## config.mk

```make
export PLATFORM = sky130hd
export DESIGN_NAME = mchan_fifo
export DESIGN_NICKNAME = d
export VERILOG_FILES = /design/src/rtl/mchan_fifo.sv
export SDC_FILE = /design/constraint.sdc
export NUM_CORES = 1
export LEC_CHECK = 0
export BUFFER_PORTS_ARGS = -buffer_cell sky130_fd_sc_hd__buf_2
export CAP_MARGIN = 20
export CORE_MARGIN = 1.5
export CORE_UTILIZATION = 52
export DETAILED_ROUTE_END_ITERATION = 7
export PLACE_DENSITY_LB_ADDON = 0.08
export REMOVE_ABC_BUFFERS = 1
export SETUP_SLACK_MARGIN = 0.02
export SLEW_MARGIN = 20
export SYNTH_ARGS = -nofsm -noshare
export SYNTH_HDL_FRONTEND = slang
export SYNTH_SLANG_ARGS = --single-unit
```

## constraint.sdc

```tcl
create_clock -name clk -period 3.5 [get_ports clk]
set_clock_uncertainty 0.05 [all_clocks]
set_input_delay 0.35 -clock clk [delete_from_list [all_inputs] [get_ports clk]]
set_output_delay 0.35 -clock clk [all_outputs]
set_load 0.1 [all_outputs]
```

## src/rtl/mchan_fifo.sv

```systemverilog
// mchan_fifo
//   NCH independent FIFOs of DEPTH entries, each with its own push port,
//   full/empty flags, synchronous flush and push-stall timeout detector.
//   A single shared pop port drains non-empty channels in round-robin order
//   and returns the popped word together with its channel tag.
//
// Ports
//   clk        rising-edge clock
//   resetn     asynchronous active-low reset
//   push_req   per-channel push request (NCH)
//   push_data  per-channel push data, channel c at [c*WIDTH +: WIDTH]
//   push_ack   per-channel push accept (combinational)
//   flush      per-channel synchronous clear
//   pop_req    consumer pop request
//   pop_ack    pop accept (combinational)
//   pop_ch     channel granted this cycle, 0 when nothing is eligible
//   data_out   popped data, registered
//   data_ch    channel tag of data_out, registered
//   full       per-channel count == DEPTH
//   empty      per-channel count == 0
//   timeout    per-channel push stalled for TMO cycles
module mchan_fifo #(
  parameter int WIDTH = 8,
  parameter int DEPTH = 16,
  parameter int L2D   = 4,
  parameter int NCH   = 4,
  parameter int L2N   = 2,
  parameter int TMO   = 15
) (
  input  logic                 clk,
  input  logic                 resetn,
  input  logic [NCH-1:0]       push_req,
  input  logic [NCH*WIDTH-1:0] push_data,
  output logic [NCH-1:0]       push_ack,
  input  logic [NCH-1:0]       flush,
  input  logic                 pop_req,
  output logic                 pop_ack,
  output logic [L2N-1:0]       pop_ch,
  output logic [WIDTH-1:0]     data_out,
  output logic [L2N-1:0]       data_ch,
  output logic [NCH-1:0]       full,
  output logic [NCH-1:0]       empty,
  output logic [NCH-1:0]       timeout
);

  logic [NCH-1:0][L2D-1:0] wptr_q, wptr_d;
  logic [NCH-1:0][L2D-1:0] rptr_q, rptr_d;
  logic [NCH-1:0][L2D-1:0] timer_q, timer_d;
  logic [NCH-1:0][L2D:0]   count_q, count_d;
  logic [L2N-1:0]          rr_ptr_q, rr_ptr_d;
  logic [L2N-1:0]          data_ch_q, data_ch_d;
  logic [WIDTH-1:0]        data_out_q, data_out_d;
  logic [WIDTH-1:0]        mem_q [NCH][DEPTH];

  logic [NCH-1:0] push_hsk;
  logic [NCH-1:0] eligible;
  logic           pop_hsk;
  logic           found;
  logic [L2N-1:0] grant;
  logic [L2N-1:0] idx;

  // Flags, push accept and timeout. Flags use start-of-cycle counts, so a
  // pop on a full channel cannot make room for a push in the same cycle.
  // Accepts are gated by resetn so nothing handshakes while reset is held.
  always_comb begin
    full     = '0;
    empty    = '0;
    push_ack = '0;
    eligible = '0;
    timeout  = '0;
    for (int c = 0; c < NCH; c++) begin
      full[c]     = (count_q[c] == (L2D+1)'(DEPTH));
      empty[c]    = (count_q[c] == '0);
      push_ack[c] = push_req[c] & ~full[c] & ~flush[c] & resetn;
      eligible[c] = ~empty[c] & ~flush[c];
      timeout[c]  = push_req[c] & ~push_ack[c] & (timer_q[c] == '0);
    end
    push_hsk = push_req & push_ack;
  end

  // Round-robin arbiter: first eligible channel scanning upward from rr_ptr.
  always_comb begin
    grant = '0;
    found = 1'b0;
    idx   = '0;
    for (int i = 0; i < NCH; i++) begin
      idx = rr_ptr_q + L2N'(i);
      if (!found && eligible[idx]) begin
        grant = idx;
        found = 1'b1;
      end
    end
    pop_ack = pop_req & found & resetn;
    pop_hsk = pop_ack;
    pop_ch  = grant;
  end

  // Next-state for pointers, counts, timers and the registered pop output.
  // Flush clears a channel's pointers and count but leaves its timer alone.
  always_comb begin
    wptr_d     = wptr_q;
    rptr_d     = rptr_q;
    count_d    = count_q;
    timer_d    = timer_q;
    rr_ptr_d   = rr_ptr_q;
    data_out_d = data_out_q;
    data_ch_d  = data_ch_q;
    for (int c = 0; c < NCH; c++) begin
      if (flush[c]) begin
        wptr_d[c]  = '0;
        rptr_d[c]  = '0;
        count_d[c] = '0;
      end else begin
        if (push_hsk[c])
          wptr_d[c] = wptr_q[c] + L2D'(1);
        if (pop_hsk && grant == L2N'(c))
          rptr_d[c] = rptr_q[c] + L2D'(1);
        count_d[c] = count_q[c] + (L2D+1)'(push_hsk[c])
                     - (L2D+1)'(pop_hsk && grant == L2N'(c));
      end
      if (push_req[c] && !push_ack[c])
        timer_d[c] = (timer_q[c] != '0) ? timer_q[c] - L2D'(1) : '0;
      else
        timer_d[c] = L2D'(TMO);
    end
    if (pop_hsk) begin
      data_out_d = mem_q[grant][rptr_q[grant]];
      data_ch_d  = grant;
      rr_ptr_d   = grant + L2N'(1);
    end
  end

  // Control state register.
  always_ff @(posedge clk or negedge resetn) begin
    if (!resetn) begin
      wptr_q     <= '0;
      rptr_q     <= '0;
      count_q    <= '0;
      timer_q    <= {NCH{L2D'(TMO)}};
      rr_ptr_q   <= '0;
      data_out_q <= '0;
      data_ch_q  <= '0;
    end else begin
      wptr_q     <= wptr_d;
      rptr_q     <= rptr_d;
      count_q    <= count_d;
      timer_q    <= timer_d;
      rr_ptr_q   <= rr_ptr_d;
      data_out_q <= data_out_d;
      data_ch_q  <= data_ch_d;
    end
  end

  // Storage array; contents need no reset since counts gate every read.
  always_ff @(posedge clk) begin
    for (int c = 0; c < NCH; c++) begin
      if (push_hsk[c])
        mem_q[c][wptr_q[c]] <= push_data[c*WIDTH +: WIDTH];
    end
  end

  assign data_out = data_out_q;
  assign data_ch  = data_ch_q;

  // Producer and consumer obligations: hold a request until it is accepted.
  for (genvar c = 0; c < NCH; c++) begin : g_push_hold
    assume property (@(posedge clk) disable iff (!resetn)
      (push_req[c] && !push_ack[c]) |=>
        (push_req[c] && $stable(push_data[c*WIDTH +: WIDTH])));
  end

  assume property (@(posedge clk) disable iff (!resetn)
    (pop_req && !pop_ack) |=> pop_req);

endmodule

```

-- After elaboration in Yosys (flattened, before gate mapping)
Memory sizes are Yosys's and may differ from the RTL's.
Index checks and enable logic that the tools add are counted.
- flip-flop bits (word level): 80
- RAM bits: 512
- memories: 1
- $add $sub $neg: 24
- order comparisons: 14
- equality and inequality tests: 7
- muxes and demuxes: 65
- bitwise logic cells: 48
- reduce and logical (&&, ||, !) cells: 43
- memories (name ; depth ; width ; read ports ; clocked after Yosys merged registers in ; write ports ; RTL line ; source):
    mem_q ; 4 ; 128 ; 1 ; 0 ; 4 ; 53 ; logic [WIDTH-1:0] mem_q [NCH][DEPTH];
- operators by type and width (cell ; count):
    $mux 128 ; 4
    $demux 8 s4 ; 4
    $mux 4 ; 25
    $mux 8 ; 6
    $add 4x1->4 const B ; 8
    $bmux 8 s4 ; 1
    $and 1x1->1 ; 26
    $ge 5x5->1 const B ; 5
    $not 4->5 ; 5
    $add 5x1->5 ; 4
    $eq 5x5->1 const B ; 4
    $logic_not 5->1 ; 4
    $lt 5x1->1 const B ; 4
    $mux 5 ; 4
    $sub 5x1->5 ; 4
    $logic_not 4->1 ; 4
    $not 1->1 ; 16
    $reduce_bool 2->1 ; 8
    $reduce_bool 4->1 ; 4
    $sub 4x1->4 const B ; 4
    $logic_and 1x1->1 ; 15
    $lt 2x3->1 const B ; 5
    $mux 1 ; 12
    $bmux 1 s2 ; 4
    other kinds (9) ; 21

-- Longest topological paths before layout
- word-level depth: 21
- gate-level depth with buffers: 21

-- Worst setup path before layout
No wires, ideal clock.
- kind: flip-flop to output port
- start point: reg count_q[8] (netlist bit)
- end point: out timeout[1]
- arrival time: 8.186 ns
- path slack: -5.086 ns
- stages on the path, launching flop included: 9
- buffers on the path: 0
- path through: dfrtp_1 > inv_1 > ha_1 > nand2_1 > nor3_1 > nor3_1 > inv_1 > and2_1 > nor4b_1
- word-level cells in the longest chain between the ends: 8
- RTL lines (what ; RTL line ; source):
    from (decl) ; 49 ; logic [NCH-1:0][L2D:0] count_q, count_d;
    from (signal assigned) ; 146 ; count_q <= count_d;
    $eq 5x5->1 ; 72 ; full[c] = (count_q[c] == (L2D+1)'(DEPTH));
    via full[1] ; 41 ; output logic [NCH-1:0] full,
    $not 1->1 ; 74 ; push_ack[c] = push_req[c] & ~full[c] & ~flush[c] & resetn;
    $and 1x1->1 (3 in series) ; 74 ;
    via push_ack[1] ; 34 ; output logic [NCH-1:0] push_ack,
    $not 1->1 ; 76 ; timeout[c] = push_req[c] & ~push_ack[c] & (timer_q[c] == '0);
    $and 1x1->1 (2 in series) ; 76 ;
    to (decl) ; 43 ; output logic [NCH-1:0] timeout
The timed path passes the listed nets, and every way through them passes these cells.

-- Worst setup path in the final report
- start point: reg count_q[18] (netlist bit)
- end point: reg data_out_q[6] (netlist: data_out[6])
- word-level cells in the longest chain between the ends: 21
- RTL lines (what ; RTL line ; source):
    $logic_not 5->1 * ; 73 ; empty[c] = (count_q[c] == '0);
    $not 1->1 * ; 75 ; eligible[c] = ~empty[c] & ~flush[c];
    $and 1x1->1 * ; 75 ;
    $bmux 1 s2 ; 88 ; if (!found && eligible[idx]) begin
    $mux 1 (implied by the code) ; 88 ;
    $mux 1 ; 88 ;
    $logic_not 1->1 ; 88 ;
    $logic_and 1x1->1 ; 88 ;
    [... 4 more ...] ; n/a ;
    $logic_not 1->1 ; 88 ;
    $logic_and 1x1->1 ; 88 ;
    $mux 2 ; 88 ;
    $bmux 4 s2 ; 127 ; data_out_d = mem_q[grant][rptr_q[grant]];
    $mux 4 (implied by the code) ; 127 ;
    $not 4->5 (implied by the code) ; 127 ;
    $bmux 8 s4 ; 127 ;
    $mux 8 (implied by the code) (2 in series) ; 127 ;
    to (signal assigned) ; 149 ; data_out_q <= data_out_d;
    to (decl) ; 52 ; logic [WIDTH-1:0] data_out_q, data_out_d;
Every way passes the cells marked *; elsewhere a longest branch is shown, timed or not. The select of a mux whose other input is x is not followed.
A chain may end at the register's enable or synchronous reset.

==> flow_summary.json <==
{
  "rsz0062_at_grt": "yes",
  "path_max_fanout": 10,
  "utilization_pct": 62.8,
  "final_max_slew_viol_count": 0,
  "remaining_drc_errors": 0,
  "root_buffer": "clkbuf_16",
  "detail-route-antenna-nets": 0,
  "place_inst": 2477,
  "ys_types": 55,
  "ys_ff_latch": 592,
  "vias": 15907,
  "htreeDepth": 2,
  "drive_above_1_share_pct": 23.8,
  "fmax_mhz": 277,
  "ir_worst_vdd_uv": 687,
  "clockBufferDepth": 3,
  "final_hold_viol_count": 0,
  "netlist_instances": 1745,
  "cp-end-kind": "flip-flop",
  "synth_top_family_by_area": "simple AND/OR/NAND/NOR gates",
  "worstPathRequired_ns": 3.96,
  "max_slew_margin_pct": 43.6,
  "dp_hpwl_mm": 46.1,
  "synth_xor_area_share_pct": 1.12,
  "worstSkewPairLatency_ns": 0.62,
  "synthTopCellsByArea": "edfxtp_1 61%, dfrtp_1 6.4%, mux2i_1 5.0%, mux4_2 4.6%, nand2_1 4.4%",
  "period_minus_slack_ns": 3.61,
  "fp.coreArea_mm2": 0.0476,
  "mostFrequentLayoutCell": "edfxtp_1",
  "clkTransAtPathRegs_ns": 0.06,
  "wl_per_cell_um": 28.3,
  "grt-ovfl-total": 0,
  "synthAdderAreaFrac_pct": 2.51,
  "synthArstFlopShare_pct": 13.5,
  "io_buffer_count": 71,
  "fin_ws_ns": -0.109,
  "groute.usage.overall_pct": 30.2,
  "tritoncts": "yes",
  "synth_compound_area_share_pct": 2.48,
  "cp.arrival_ns": 4.07,
  "power_density_mw_per_mm2": 859,
  "drt-total-wl_mm": 74.4,
  "grt_pass1_vias": 15687,
  "final_area_mm2": 0.0299,
  "synthesis.area_mm2": 0.0251,
  "antenna_found_initial": 2,
  "drt_pass1_iterations": 5,
  "synthSimpleGateAreaFrac_pct": 12.1,
  "ys_seq_area_share_pct": 69.4,
  "synth_area_leader_cell": "edfxtp_1",
  "worstMarginPinSlew_ns": 0.842,
  "final_cell_mix": "512 x edfxtp_1, 295 x nand2_1, 161 x nand3_1",
  "yosysWarnings": 0,
  "clock_sinks": 592,
  "layoutNonFillerInstCount": 2627,
  "area_growth_pct": 19.3,
  "fin_crit_sh_pct": 103,
  "cap_viol_max_count": 0,
  "postPlaceCellArea_mm2": 0.0271,
  "dieArea_mm2": 0.0496,
  "syn_avg_cell_area_um2": 14.4,
  "violations": "negative setup slack",
  "grt_max_degree": 69,
  "pin_count": 72,
  "numCtsBuffers": 60,
  "routabilityCongestion": 0.908,
  "synth_flop_cell": "edfxtp_1",
  "synth_top_area_share_pct": 61.3,
  "critPathKind": "flip-flop to flip-flop",
  "synth-edff-count": 512,
  "yosys-mux-area-fraction_pct": 9.75,
  "status": "complete, but fails checks",
  "final_nets": 2052,
  "row_count": 80,
  "viasPerCell": 6.06,
  "hp-class": "input port to flip-flop",
  "grt_pass1_wl_mm": 107,
  "initial_core_util_pct": 52.6,
  "cp-start-kind": "flip-flop",
  "die_w_um": 223,
  "dieHeight_um": 223,
  "fin_hold_ws_ns": 0.0665,
  "leakage_nw": 11.2,
  "setup_viol": 8,
  "first_iter_violations": 1825
}
-- layout make-up --
cell class	count	area, µm²
fill	3569	17700
sequential	592	17400
multi-input combinational	1017	7420
timing repair buffer	241	2110
clock buffer	82	1730
tap	615	769
clock inverter	30	288
inverter	48	195
timing repair inverter	1	11.3
antenna	1	2.50
-- worst max-delay path, stage by stage (launching register included) --
cell      delay [ns]
dfrtp_1         0.39
inv_2           0.10
ha_4            0.14
or4b_4          0.50
inv_4           0.11
o21ai_4         0.06
o211ai_4        0.22
buf_12          0.15
buf_12          0.10
inv_8           0.04
mux2i_4         0.17
mux2_4          0.32
buf_4           0.16
buf_12          0.15
mux2i_2         0.32
mux2i_4         0.16
mux2i_2         0.26
o31ai_1         0.11
-- per-stage QoR --
stage | setup WS [ns] | TNS [ns] | total power, W
2_1_floorplan | -6.03 | -1107.82 | 0.0147
3_3_place_gp | -0.316 | -0.928 | 0.0180
3_5_place_dp | -0.339 | -1.36 | 0.0181
4_1_cts | -0.0225 | -0.0264 | 0.0249
5_1_grt | -0.198 | -1.86 | 0.0267
6_report | -0.109 | -0.531 | 0.0257
-- cell families after synthesis --
kind of cell,Yosys count
flops,592
simple gates,663
fa+ha+maj,48
buf+inv,136
mux,180
xor+xnor,32
compound gates,94
-- synth_stat cells, types with 4 or more instances --
library cell,count
buf_1,8
and2_1,28
nand4_1,11
buf_2,35
o31ai_1,6
mux2i_1,125
clkbuf_1,27
nand2_1,295
and3_1,22
nor2_1,81
a32oi_1,12
o211ai_1,4
nor3_1,20
nor2b_1,6
xor2_1,23
nand3_1,166
xnor2_1,9
a21o_1,5
dfrtp_1,64
ha_1,44
o21ai_0,17
a21oi_1,21
or3_1,10
o2111ai_1,4
mux4_2,51
a31oi_1,13
buf_6,11
buf_4,7
dfstp_2,16
fa_1,4
nand2b_1,4
edfxtp_1,512
or2_2,4
inv_1,45
-- timing repair --
| item | 4_1_cts | 5_1_grt |
|---|---|---|
| hold buffers | 3 | 0 |
| buffers inserted | 10 | 22 |
| cloned | 1 | 3 |
| gates resized for setup | 21 | 81 |
| pin swaps | 2 | 27 |
| setup endpoints to repair | 15 | 22 |
| endpoints found under the hold margin | 47 | 0 |
-- state kept, by name (all words and copies together) (netlist names) --
name / count
mem_q: 512
count_q: 20
rptr_q: 16
timer_q: 16
wptr_q: 16
data_out: 8
data_ch: 2
rr_ptr_q: 2
-- where the power goes --
group	total (W)	switching [W]	leakage, nW	internal [W]
sequential	0.00808	0.000199	5.64	0.00788
clock	0.00649	0.00269	0.987	0.00380
combinational	0.0111	0.00655	4.54	0.00458
-- path summary, 6_finish.rpt --
kind	cells past startpoint	end	slack (ns)	start
worst max-delay path	17	data_out[6]$_DFFE_PN0P_	-0.11	count_q[18]$_DFF_PN0_
worst min-delay path	3	timer_q[11]$_DFF_PN1_	0.07	push_req[2]
worst max register to register	17	data_out[6]$_DFFE_PN0P_	-0.11	count_q[18]$_DFF_PN0_
worst min register to register	1	data_ch[0]$_DFFE_PN0P_	0.43	data_ch[0]$_DFFE_PN0P_
max in group asynchronous	3	timer_q[10]$_DFF_PN1_	2.47	resetn
min in group asynchronous	2	rr_ptr_q[0]$_DFFE_PN0P_	0.12	resetn
-- routing by layer --
layer | GRT usage [%] | routed length (µm) | vias to the layer above
met2 | 47.1 | 34900 | 830
met1 | 43.3 | 30400 | 8046
met5 | 0 | 0 | -
met3 | 5.75 | 6850 | 120
li1 | - | - | 6911
met4 | 9.55 | 2210 | 0
Note: power is estimated with default switching activity, not from simulation.
